**src/rtl/fetch_pc_unit.sv**
```systemverilog
// ---------------------------------------------------------------------------
// fetch_pc_unit
//
// Instruction-fetch stage of the pipelined MIPS core. It owns the program
// counter and the IF/ID pipeline register. It consumes the PCSrc / ID_Flush
// pair produced by the jump unit in ID, and it keeps two saturating
// performance counters.
//
// Optional feature macro: FETCH_ALIGN_CHECK_EN
//   Defined   : a misaligned next PC is replaced by EXC_VECTOR, and the sticky
//               Fetch_Misalign output is present.
//   Undefined : targets load unmodified, and there is no Fetch_Misalign port.
//
// Parameters
//   RESET_VECTOR   PC value loaded on reset.
//   EXC_VECTOR     redirect target for a misaligned fetch (align check only).
//
// Ports
//   clk            in   1   pipeline clock, rising edge
//   rst            in   1   asynchronous, active-high reset
//   PCSrc          in   2   0 = PC+4, 1 = branch, 2 = J/JAL, 3 = JR
//   ID_Flush       in   1   bubble IF/ID on this edge
//   Stall          in   1   load-use hazard: hold PC and IF/ID
//   BranchImm      in  16   branch immediate of the instruction in ID
//   JumpIdx        in  26   instr_index of the instruction in ID
//   RegTarget      in  32   forwarded rs value for JR
//   IMem_Data      in  32   instruction word, combinational from IF_PC
//   IF_PC          out 32   current fetch address
//   ID_Instr       out 32   IF/ID instruction (0 = nop bubble)
//   ID_PC4         out 32   IF/ID PC+4
//   ID_Valid       out  1   IF/ID holds a real instruction
//   RedirectCount  out 32   taken redirects, saturating
//   StallCount     out 32   stall cycles, saturating
//   Fetch_Misalign out  1   sticky misalignment flag (align check only)
// ---------------------------------------------------------------------------
module fetch_pc_unit #(
  parameter logic [31:0] RESET_VECTOR = 32'h0000_0000,
  parameter logic [31:0] EXC_VECTOR   = 32'h0000_0180
) (
  input  logic        clk,
  input  logic        rst,
  input  logic [1:0]  PCSrc,
  input  logic        ID_Flush,
  input  logic        Stall,
  input  logic [15:0] BranchImm,
  input  logic [25:0] JumpIdx,
  input  logic [31:0] RegTarget,
  input  logic [31:0] IMem_Data,
  output logic [31:0] IF_PC,
  output logic [31:0] ID_Instr,
  output logic [31:0] ID_PC4,
  output logic        ID_Valid,
  output logic [31:0] RedirectCount,
`ifdef FETCH_ALIGN_CHECK_EN
  output logic [31:0] StallCount,
  output logic        Fetch_Misalign
`else
  output logic [31:0] StallCount
`endif
);

  // Next-PC source encoding as driven by the jump unit.
  typedef enum logic [1:0] {
    SRC_SEQ    = 2'd0,
    SRC_BRANCH = 2'd1,
    SRC_JUMP   = 2'd2,
    SRC_JR     = 2'd3
  } pc_src_e;

  localparam logic [31:0] CNT_MAX = 32'hFFFF_FFFF;

  // Architectural state
  logic [31:0] pc_q,           pc_d;
  logic [31:0] id_instr_q,     id_instr_d;
  logic [31:0] id_pc4_q,       id_pc4_d;
  logic        id_valid_q,     id_valid_d;
  logic [31:0] redirect_cnt_q, redirect_cnt_d;
  logic [31:0] stall_cnt_q,    stall_cnt_d;

  // Target computation
  pc_src_e     pc_src;
  logic [31:0] pc_plus4;
  logic [31:0] branch_off;
  logic [31:0] branch_tgt;
  logic [31:0] jump_tgt;
  logic [31:0] sel_tgt;
  logic        redirect;
  logic        bubble;

  assign pc_src   = pc_src_e'(PCSrc);
  assign pc_plus4 = pc_q + 32'd4;

  // Branch offset: sign-extended immediate scaled to a word offset. The
  // base is the PC+4 of the branch itself, which is what IF/ID holds.
  assign branch_off = {{14{BranchImm[15]}}, BranchImm, 2'b00};
  assign branch_tgt = id_pc4_q + branch_off;

  // J/JAL keep the 256 MB region of the delay-slot-free PC+4.
  assign jump_tgt   = {id_pc4_q[31:28], JumpIdx, 2'b00};

  always_comb begin
    sel_tgt = pc_plus4;
    unique case (pc_src)
      SRC_SEQ:    sel_tgt = pc_plus4;
      SRC_BRANCH: sel_tgt = branch_tgt;
      SRC_JUMP:   sel_tgt = jump_tgt;
      SRC_JR:     sel_tgt = RegTarget;
      default:    sel_tgt = pc_plus4;
    endcase
  end

  // Any taken redirect forces a bubble, whether or not ID_Flush is raised,
  // because the sequentially fetched word belongs to the wrong path.
  assign redirect = (PCSrc != 2'd0);
  assign bubble   = redirect | ID_Flush;

`ifdef FETCH_ALIGN_CHECK_EN
  logic misalign_q, misalign_d;
  logic tgt_misaligned;

  assign tgt_misaligned = (sel_tgt[1:0] != 2'b00);
`else
  // EXC_VECTOR only matters when the align check is built in.
  logic unused_exc_vector;
  assign unused_exc_vector = ^EXC_VECTOR;
`endif

  // ---------------------------------------------------------------------
  // Next-state logic
  // ---------------------------------------------------------------------
  always_comb begin
    pc_d           = pc_q;
    id_instr_d     = id_instr_q;
    id_pc4_d       = id_pc4_q;
    id_valid_d     = id_valid_q;
    redirect_cnt_d = redirect_cnt_q;
    stall_cnt_d    = stall_cnt_q;
`ifdef FETCH_ALIGN_CHECK_EN
    misalign_d     = misalign_q;
`endif

    if (Stall) begin
      // Hold everything. PCSrc/ID_Flush are deliberately ignored: the jump
      // unit will present the same decision again once ID is re-presented.
      if (stall_cnt_q != CNT_MAX) begin
        stall_cnt_d = stall_cnt_q + 32'd1;
      end
    end else begin
      pc_d     = sel_tgt;
      id_pc4_d = pc_plus4;

`ifdef FETCH_ALIGN_CHECK_EN
      if (tgt_misaligned) begin
        pc_d       = EXC_VECTOR;
        misalign_d = 1'b1;
      end
`endif

      if (bubble) begin
        id_instr_d = 32'd0;
        id_valid_d = 1'b0;
      end else begin
        id_instr_d = IMem_Data;
        id_valid_d = 1'b1;
      end

      // A bare ID_Flush is not a redirect and is not counted.
      if (redirect && (redirect_cnt_q != CNT_MAX)) begin
        redirect_cnt_d = redirect_cnt_q + 32'd1;
      end
    end
  end

  // ---------------------------------------------------------------------
  // State registers
  // ---------------------------------------------------------------------
  always_ff @(posedge clk or posedge rst) begin
    if (rst) begin
      pc_q           <= RESET_VECTOR;
      id_instr_q     <= 32'd0;
      id_pc4_q       <= 32'd0;
      id_valid_q     <= 1'b0;
      redirect_cnt_q <= 32'd0;
      stall_cnt_q    <= 32'd0;
    end else begin
      pc_q           <= pc_d;
      id_instr_q     <= id_instr_d;
      id_pc4_q       <= id_pc4_d;
      id_valid_q     <= id_valid_d;
      redirect_cnt_q <= redirect_cnt_d;
      stall_cnt_q    <= stall_cnt_d;
    end
  end

`ifdef FETCH_ALIGN_CHECK_EN
  // Sticky until reset.
  always_ff @(posedge clk or posedge rst) begin
    if (rst) begin
      misalign_q <= 1'b0;
    end else begin
      misalign_q <= misalign_d;
    end
  end

  assign Fetch_Misalign = misalign_q;
`endif

  // ---------------------------------------------------------------------
  // Outputs
  // ---------------------------------------------------------------------
  assign IF_PC         = pc_q;
  assign ID_Instr      = id_instr_q;
  assign ID_PC4        = id_pc4_q;
  assign ID_Valid      = id_valid_q;
  assign RedirectCount = redirect_cnt_q;
  assign StallCount    = stall_cnt_q;

endmodule

```
**config.mk**
```make
export PLATFORM = sky130hd
export DESIGN_NAME = fetch_pc_unit
export DESIGN_NICKNAME = d
export VERILOG_FILES = /design/src/rtl/fetch_pc_unit.sv
export SDC_FILE = /design/constraint.sdc
export NUM_CORES = 1
export LEC_CHECK = 0
export CAP_MARGIN = 20
export CELL_PAD_IN_SITES_DETAIL_PLACEMENT = 1
export CELL_PAD_IN_SITES_GLOBAL_PLACEMENT = 1
export CORE_MARGIN = 2
export CORE_UTILIZATION = 36
export DETAILED_ROUTE_END_ITERATION = 16
export PLACE_DENSITY = 0.92
export SLEW_MARGIN = 40
export SYNTH_ARGS = -nofsm -noshare
export SYNTH_HDL_FRONTEND = slang
export SYNTH_SLANG_ARGS = --single-unit
export TNS_END_PERCENT = 100
```
**constraint.sdc**
```tcl
create_clock -name clk -period 6.8 [get_ports clk]
set_input_delay 1.02 -clock clk [delete_from_list [all_inputs] [get_ports clk]]
set_output_delay 1.02 -clock clk [all_outputs]
set_load 0.05 [all_outputs]
```
==> results of run 1 <==
[metrics by stage]
stage,hold slack [ps],setup WS [ps],power (mW),area (um^2)
3_5_place_dp,481,2550,2.87,12500
3_3_place_gp,475,2710,2.82,12400
6_report,488,2850,4.00,13100
2_1_floorplan,495,1430,2.30,9460
5_1_grt,526,2670,4.18,13100
4_1_cts,493,2940,4.02,13100
[area by class of cell]
cell class,count,share of cell area [%]
Tap cell,335,3.19
Antenna cell,2,0.0381
Timing Repair Buffer,281,21.3
Clock buffer,17,3.24
Multi-Input combinational cell,778,39.4
Clock inverter,14,1.83
Inverter,12,0.400
Sequential cell,161,30.7
[cell usage in the layout, fill, tap and decap left out, types with 10 or more instances in the layout]
cell and n:
inv_1 10, xor2_1 45, dfrtp_1 161, a21oi_1 56
xnor2_1 66, clkbuf_16 17, nand4_1 21, and3_1 28
nand2_1 125, a31oi_1 15, ha_1 32, o21ai_0 59
a22o_1 32, nand3_1 46, nor3_1 20, nor2_1 67
clkdlybuf4s50_1 270, a21o_1 21, o22ai_1 12
[report_power, final]
group / internal [mW] / switching, mW / leakage [nW]
Clock: 0.666 / 0.456 / 0.322
Combinational: 0.595 / 0.994 / 3.09
Sequential: 1.09 / 0.199 / 2.07
Total: 2.35 / 1.65 / 5.48
[worst register-to-register path, stage by stage (launching register included)]
cell and delay [ps]:
dfrtp_1 400, ha_1 240, fa_1 420, a21o_1 230, a311o_1 360, o2111ai_1 160, o21ai_1 250, a21oi_2 380
o21ai_0 180, mux2_2 290, a21oi_1 160
[path summary, 6_finish.rpt]
check,startpoint,endpoint,slack [ps],cells after the start
max in group asynchronous,rst,ID_PC4[7]$_DFFE_PP0N_,4600,3
worst min register to register,StallCount[11]$_DFFE_PP0P_,StallCount[11]$_DFFE_PP0P_,490,1
worst max register to register,ID_PC4[2]$_DFFE_PP0N_,IF_PC[24]$_DFFE_PP0N_,3650,10
min in group asynchronous,rst,ID_Instr[23]$_DFFE_PP0N_,1100,2
worst max-delay path,BranchImm[15],IF_PC[29]$_DFFE_PP0N_,2850,10
worst min-delay path,StallCount[11]$_DFFE_PP0P_,StallCount[11]$_DFFE_PP0P_,490,1
[per-layer routing]
| metal | up-vias | global-route usage, % |
|---|---|---|
| met1 | 4585 | 32.6 |
| met2 | 296 | 44.1 |
| met5 | - | 0 |
| met3 | 56 | 4.10 |
| met4 | 0 | 8.20 |
| li1 | 4134 | - |
[flip-flops by register name, indices dropped and copies added, names as in the netlist]
signal         count
IF_PC             32
ID_Valid           1
RedirectCount     32
ID_PC4            32
ID_Instr          32
StallCount        32
[cell families (layout without fill, tap and decap cells)]
| kind of cell | count (synthesis) | count (layout) | share of synthesized area [%] |
|---|---|---|---|
| simple gates | 357 | 357 | 18.4 |
| other cells | 0 | 2 | 0 |
| flops | 161 | 161 | 42.6 |
| mux | 22 | 22 | 3.46 |
| buf+inv | 68 | 324 | 2.97 |
| compound gates | 255 | 255 | 17.9 |
| xor+xnor | 111 | 111 | 10.3 |
| fa+ha+maj | 33 | 33 | 4.44 |
==> summary.txt, run 1 <==
CTS
  – Clock buffer count from CTS: 17
  – Number of H-tree levels: 4
  – Resized cells post-CTS: 0
  – Clock buffer depth: 2
  – Worst skew pair latency: 430 ps
  – Root Buffer: clkbuf_16
  – Reg clk slew, reported paths: 70 ps
  – Cts-stage hold buffer count: 0
  – CTS sink count: 161
  – Post-CTS setup buffer count: 0
  – CTS tree: yes

Timing
  – Skew final: 18.9 ps
  – Final period util: 58.1%
  – Fmax: 253 MHz
  – Worst-margin pin slew: 837 ps
  – RSZ-0062 raised after global routing: false
  – Final-report hold violation count: 0
  – Count of final setup violators: 0
  – Post-route minimum period: 3950 ps
  – Final Max Slew Viols: 0
  – Setup_tns: 0 ps
  – Worst slew margin: 44.0%

Floorplan
  – FP Rows: 59
  – Die W: 166 um
  – Starting density of the core: 36.5%
  – Die H: 166 um
  – # IOs: 273
  – Core Region: 0.0259 mm^2
  – Die ar.: 0.0276 mm^2

Critical path
  – Worst Path Arrival: 4250 ps
  – CP max FO: 15
  – Crit path max-delay cell type: clkdlybuf4s50_1
  – CP Cell Sequence: clkdlybuf4s50_1 > ha_1 > a21o_1 > a21o_1 > a21oi_1 > nor2b_1 > o41ai_1 > o311a_1 > o31ai_1 > or3b_1
  – CP Buf/Inv Count: 1
  – Setup Crit Path Kind: in -> reg
  – Cell family contributing the most delay on the critical path: compound AO/OA/AOI/OAI gates
  – Setup crit end kind: flip-flop
  – CP most frequent cell: a21o_1
  – Critical Path RT: 7100 ps
  – Critical Path Max Stage Delay: 790 ps
  – CP startpoint kind: input port

Drt
  – Vias per cell: 5.67
  – DR top layer: met4
  – Vias: 9071
  – DRT iter0 DRCs: 606
  – DRC Markers: 0
  – DRT antenna net count: 0
  – Met3 WL: 1460 um
  – Metal-1 WL: 15100 um
  – Pre-antenna DRT Iters: 5
  – Met2 WL: 17900 um
  – Wire length per cell: 22.2 um
  – Total wire length: 35500 um

Place
  – Gp weighted congestion: 0.887
  – PortBufs: 272
  – Post-DP HPWL: 25700 um
  – Placed cells: 1567

Yosys
  – Asr flop ratio synth: 100%
  – Synth Instances: 1007
  – Flops & latches, synth: 161
  – Seq/Total Area, Yosys: 42.6%
  – Yosys cell types: 75
  – Post-Syn Area: 0.00946 mm^2
  – Net Count, Synth: 1152
  – Top cells by count, synth: dfrtp_1 (161), nand2_1 (125), nor2_1 (68)
  – Ys flop type: dfrtp_1
  – Yosys top cell by area: dfrtp_1
  – EDFF count, synth: 0
  – Synth area leaders: dfrtp_1 (43%), xnor2_1 (6.1%), nand2_1 (5.0%), ha_1 (4.2%), xor2_1 (4.2%)
  – Yosys warning count: 0
  – Post-Syn Area per Cell: 9.40 um^2
  – Top-area cell type share of the netlist area: 42.6%
  – Most frequent cell after synthesis: dfrtp_1

Global route
  – First-pass GRT wire length: 56100 um
  – Largest net degree at the start of global routing: 94
  – Vias in the first global route: 9791
  – Total grt overflow: 0
  – Antenna violations before repair: 3
  – Global-route usage over all layers: 25.5%

Layout
  – Layout area overhead: 38.7%
  – Fin util: 50.7%
  – Layout cells sized above 1: 6.41%
  – Nets: 1396
  – Post-Layout Cell Count: 1600
  – Number of fill cells: 2885
  – Area of the multi-input gates: 0.00517 mm^2
  – Storage element area: 0.00403 mm^2

Power and ir drop
  – PwrDens: 304 mW/mm^2
  – Pleak: 5.48 nW
  – VDD IR-drop max: 0.201 mV

Min path
  – Worst min-delay path class: reg -> reg

Run
  – Maximum Capacitance Violations: 0

Outcome
  – Status: finished clean
Note: power is estimated with default switching activity, not from simulation.
==> run 2, diff against run 1 <==
Settings changed: CORE_UTILIZATION 36 to 33, PLACE_DENSITY 0.92 to 0.89.
Clock period 6.8 ns to 3.4 ns, I/O delays scaled along.
==> run 2 against run 1 <==
  * Final cell count grew 4.2%
  * Register-to-register slack worse by 3300 ps
  * Clock skew is 2.7 ps lower
  * Critical path depth increased by 2
  * Total power grew 95%
  * Largest power group unchanged
  * Hold slack improved by 2.3 ps
  * Routed wire length increased by 3.0%
  * Sequential power rose by 98%
  * Die area increased by 8.9%
  * First-iteration DRC count is 11% higher
  * Critical endpoint is now IF_PC[30]$_DFFE_PP0N_
  * Core utilization decreased by 3.1 points
  * Global-route usage shrank 1.3 points
==> summary.txt, run 2 (synthesized netlist as in run 1, its figures left out) <==
Global route
  – Largest net degree at the start of global routing: 144
  – Antenna violations before repair: 1
  – Global-route usage over all layers: 24.1%
  – Layer with the highest usage: met2
  – Vias in the first global route: 10000
  – GR Util met1: 29.8%
  – First-pass GRT wire length: 57600 um
  – Grt met2 use: 41.7%
  – Grt met3 use: 4.04%
  – Total grt overflow: 0

CTS
  – Clock buffer count from CTS: 17
  – Cts-stage hold buffer count: 0
  – Resized cells post-CTS: 0
  – Worst skew pair latency: 440 ps
  – Number of H-tree levels: 4
  – Root Buffer: clkbuf_16
  – CTS sink count: 161
  – Post-CTS setup buffer count: 0
  – Clock buffer depth: 2
  – CTS tree: yes
  – Reg clk slew, reported paths: 80 ps

Min path
  – Hold Startpoint: ID_Valid$_DFFE_PP0N_
  – Worst min-delay path class: reg -> reg

Timing
  – Worst-margin pin slew: 772 ps
  – Skew final: 16.2 ps
  – Final Max Slew Viols: 0
  – Final period util: 93.3%
  – Fmax: 315 MHz
  – Final-report hold violation count: 0
  – Count of final setup violators: 0
  – RSZ-0062 raised after global routing: false
  – Post-route minimum period: 3170 ps
  – Worst slew margin: 48.1%
  – Setup_tns: 0 ps

Floorplan
  – Die H: 173 um
  – Starting density of the core: 33.8%
  – Core Region: 0.0280 mm^2
  – # IOs: 273
  – Die W: 173 um
  – FP Rows: 61
  – Die ar.: 0.0301 mm^2

Power and ir drop
  – VDD IR-drop max: 0.348 mV
  – PwrDens: 585 mW/mm^2
  – Sw frac: 43.5%
  – Total power: 7.79 mW
  – Pint: 4.41 mW
  – Psw: 3.39 mW
  – Pleak: 5.57 nW
  – Clk pwr share: 25.2%
  – Comb power frac: 42.0%
  – Reg power frac: 32.8%

Drt
  – DRT antenna net count: 0
  – DRC Markers: 0
  – Wire length per cell: 21.9 um
  – DRT iter0 DRCs: 672
  – Vias: 9247
  – Pre-antenna DRT Iters: 5
  – Total wire length: 36500 um
  – Vias per cell: 5.55

Layout
  – Layout cells sized above 1: 8.23%
  – Number of fill cells: 3180
  – Nets: 1420
  – Storage element area: 0.00403 mm^2
  – Commonest non-fill, non-tap cell in the layout: clkdlybuf4s50_1
  – Area of the multi-input gates: 0.00516 mm^2
  – Most frequent cells in the layout: clkdlybuf4s50_1 (269), dfrtp_1 (161), nand2_1 (125), nor2_1 (68), xnor2_1 (66)
  – Layout area overhead: 40.7%

Critical path
  – CP max FO: 4
  – Crit. Startpoint: BranchImm[0]
  – Setup crit end kind: flip-flop
  – Setup Crit Path Kind: in -> reg
  – R2r startpoint: ID_PC4[2]$_DFFE_PP0N_
  – Critical Path RT: 3700 ps
  – Worst Path Arrival: 3470 ps
  – CP startpoint kind: input port

Run
  – Maximum Capacitance Violations: 0

Place
  – Post-DP HPWL: 27000 um
  – PortBufs: 272
  – Gp weighted congestion: 0.891

Outcome
  – Status: finished clean
==> run 2: cell types whose count changed in the layout (fill, tap and decap cells not counted), moves of 2 or more <==
cell,delta
buf_4,+22
bufinv_16,-5
clkinv_4,+2
buf_12,+4
buf_6,-2
inv_6,-2
clkinv_8,+3
==> run 2: critical path: stages <==
cell,delay (ps)
clkdlybuf4s50_1,420
ha_1,250
fa_1,410
a21o_1,220
a311o_1,350
o2111ai_1,160
o21ai_1,240
a21oi_2,320
buf_4,160
nor2_1,50
nand3_1,70
nor4b_1,330
==> run 2: power by group through the flow <==
stage	registers [mW]	logic, mW	clock network, mW
floorplan	3.37	1.24	0
global placement	2.56	3.15	0
detailed placement	2.58	3.25	0
CTS	2.55	3.27	2.00
global route	2.59	3.48	2.08
finish	2.56	3.27	1.97
==> run 2: area by class of cell <==
type	instances	share of cell area, %
clock inverter	15	1.25
timing repair buffer	305	22.6
clock buffer	17	3.20
sequential	161	30.3
multi-input combinational	778	38.8
inverter	12	0.367
tap	378	3.55
antenna	1	0.0188
==> run 2: final timing paths <==
path                                              end  slack [ps]  cells past startpoint
max                             IF_PC[30]$_DFFE_PP0N_         230                     12
min                              ID_Valid$_DFFE_PP0N_         490                      1
max reg2reg                     IF_PC[30]$_DFFE_PP0N_         330                     11
min reg2reg                      ID_Valid$_DFFE_PP0N_         490                      1
max in group asynchronous        ID_Valid$_DFFE_PP0N_        2070                      3
min in group asynchronous  StallCount[20]$_DFFE_PP0P_         500                      2
==> run 2: metrics by stage <==
step                      std cells  instance area [um^2]  hold slack (ps)  setup slack, ps  util, %
final                          1667                 13300              490              229     47.5
after CTS                      1666                 13300              491              259     47.5
after floorplan                1007                  9470              495              365        -
after detailed placement       1634                 12700              476             -169     45.4
after global routing           1667                 13300              532              168     47.5
after global placement         1634                 12700              466            -25.0     45.4
==> run 2: metal layers <==
layer	vias to the layer above	share of wire, %
li1	4187	-
met2	292	50
met3	82	4.9
met5	-	0
met4	0	3.4
met1	4686	42
==> run 3, diff against run 2 <==
Settings changed: SETUP_SLACK_MARGIN set to 0.5.
==> run 3 against run 2 <==
  * Clock skew shrank 2.1 ps
  * Core utilization grew 0.51 points
  * Sequential share of layout area shrank 0.31 points
  * Critical endpoint is now IF_PC[27]$_DFFE_PP0N_
  * Sequential cell count is the same
  * Via count is essentially flat
  * Sequential power is essentially flat
==> summary.txt, run 3 (synthesized netlist as in run 1, its figures left out) <==
Drt
  – DRT antenna net count: 0
  – Total wire length: 36500 um
  – Vias per cell: 5.54
  – DRT iter0 DRCs: 611
  – Vias: 9244
  – Pre-antenna DRT Iters: 5
  – DRC Markers: 0
  – Wire length per cell: 21.9 um

Layout
  – Number of fill cells: 3188
  – Nets: 1421
  – Area of the multi-input gates: 0.00530 mm^2
  – Layout Cell Area excl Fill: 0.0135 mm^2
  – Most frequent cells in the layout: clkdlybuf4s50_1 (269), dfrtp_1 (160), nand2_1 (125), nor2_1 (67), xnor2_1 (66)
  – Storage element area: 0.00403 mm^2
  – Post-Layout Cell Count: 1670
  – Layout area overhead: 42.2%
  – Commonest non-fill, non-tap cell in the layout: clkdlybuf4s50_1
  – Layout cells sized above 1: 10.1%
  – Fin util: 48.0%

Power and ir drop
  – Sw frac: 43.6%
  – Clk pwr share: 24.9%
  – Comb power frac: 42.5%
  – PwrDens: 587 mW/mm^2
  – Reg power frac: 32.5%
  – Psw: 3.45 mW
  – Total power: 7.90 mW
  – VDD IR-drop max: 0.322 mV
  – Pleak: 5.57 nW
  – Pint: 4.45 mW

Floorplan
  – FP Rows: 61
  – Die W: 173 um
  – # IOs: 273
  – Die ar.: 0.0301 mm^2
  – Core Region: 0.0280 mm^2
  – Die H: 173 um
  – Starting density of the core: 33.8%

CTS
  – Cts-stage hold buffer count: 0
  – CTS tree: yes
  – Reg clk slew, reported paths: 80 ps
  – Clock buffer count from CTS: 17
  – Root Buffer: clkbuf_16
  – Number of H-tree levels: 4
  – Clock buffer depth: 2
  – Worst skew pair latency: 440 ps
  – CTS sink count: 161

Global route
  – Global-route usage over all layers: 23.7%
  – First-pass GRT wire length: 56500 um
  – Largest net degree at the start of global routing: 81
  – Total grt overflow: 0
  – Vias in the first global route: 9850
  – Antenna violations before repair: 3

Critical path
  – Cell family contributing the most delay on the critical path: compound AO/OA/AOI/OAI gates
  – Setup Crit Path Kind: in -> reg
  – Setup crit end kind: flip-flop
  – CP max FO: 5
  – Flop2flop setup slack: 640 ps
  – Crit path max-delay cell type: a311o_1
  – CP Buf/Inv Count: 1
  – Worst Path Arrival: 3160 ps
  – Critical Path RT: 3710 ps
  – CP Cell Sequence: clkdlybuf4s50_1 > ha_1 > nand2_1 > o21ai_1 > or3_1 > o211ai_1 > nand2b_2 > a311o_1 > xnor2_1 > o21ai_0
  – Critical Path Max Stage Delay: 480 ps
  – CP startpoint kind: input port

Timing
  – Setup_tns: 0 ps
  – Final-report hold violation count: 0
  – RSZ-0062 raised after global routing: false
  – Skew final: 14.1 ps
  – Count of final setup violators: 0
  – Fmax: 350 MHz
  – Worst-margin pin slew: 792 ps
  – Worst slew margin: 46.8%
  – Post-route minimum period: 2860 ps
  – Final Max Slew Viols: 0
  – Final period util: 84.0%

Outcome
  – Status: finished clean

Place
  – Placed cells: 1632
  – PortBufs: 272
  – Cell Area, Placed: 0.0127 mm^2
  – Gp weighted congestion: 0.882
  – Post-DP HPWL: 26900 um

Run
  – Maximum Capacitance Violations: 0

Min path
  – Worst min-delay path class: in -> async
==> run 3: final cells by class <==
class,instances,area share (%)
Tap cell,378,3.52
Clock inverter,15,1.21
Sequential cell,161,30.0
Clock buffer,17,3.16
Inverter,12,0.363
Timing Repair Buffer,306,22.3
Multi-Input combinational cell,778,39.4
Antenna cell,3,0.0558
==> run 3: stage by stage <==
stage               setup WS (ps)  hold WS, ps
floorplan                     502          495
global placement             44.7          467
detailed placement          -40.8          468
CTS                           521          477
global route                  481          484
finish                        543          480
==> run 3: final timing paths <==
check                                           start                        to  cells past startpoint
worst max-delay path                     BranchImm[7]     IF_PC[27]$_DFFE_PP0N_                     10
worst min-delay path                              rst  ID_Instr[28]$_DFFE_PP0N_                      2
worst max register to register  ID_PC4[9]$_DFFE_PP0N_     IF_PC[27]$_DFFE_PP0N_                      9
worst min register to register   ID_Valid$_DFFE_PP0N_      ID_Valid$_DFFE_PP0N_                      1
max in group asynchronous                         rst    ID_PC4[13]$_DFFE_PP0N_                      3
min in group clk                 ID_Valid$_DFFE_PP0N_      ID_Valid$_DFFE_PP0N_                      1
==> run 3: what timing repair did <==
action	in CTS	in global routing
buffers inserted	2	1
pin swaps	1	8
endpoints found under the setup margin	5	12
gates resized for setup	2	25
==> run 3: worst reg2reg max path: stages (launching register included) <==
cell      delay (ps)
dfrtp_1          420
ha_1             400
nand2_1          120
o21ai_1          110
or3_1            350
o211ai_1         300
nand2b_2         150
a311o_1          480
xnor2_1          230
o21ai_0           90
==> run 3: metal layers <==
layer,GRT usage [%],vias to the layer above,part of all wire [%]
li1,-,4199,-
met1,28.7,4657,41
met2,41.8,325,51
met3,4.01,63,5.2
met4,9.96,0,3.1
met5,0,-,0
==> run 3: power groups by stage <==
stage / registers (mW) / logic, mW / clock network (mW)
finish: 2.57 / 3.36 / 1.97
global route: 2.62 / 3.55 / 2.07
CTS: 2.56 / 3.28 / 2.02
detailed placement: 2.60 / 3.24 / 0
global placement: 2.57 / 3.15 / 0
floorplan: 3.37 / 1.24 / 0
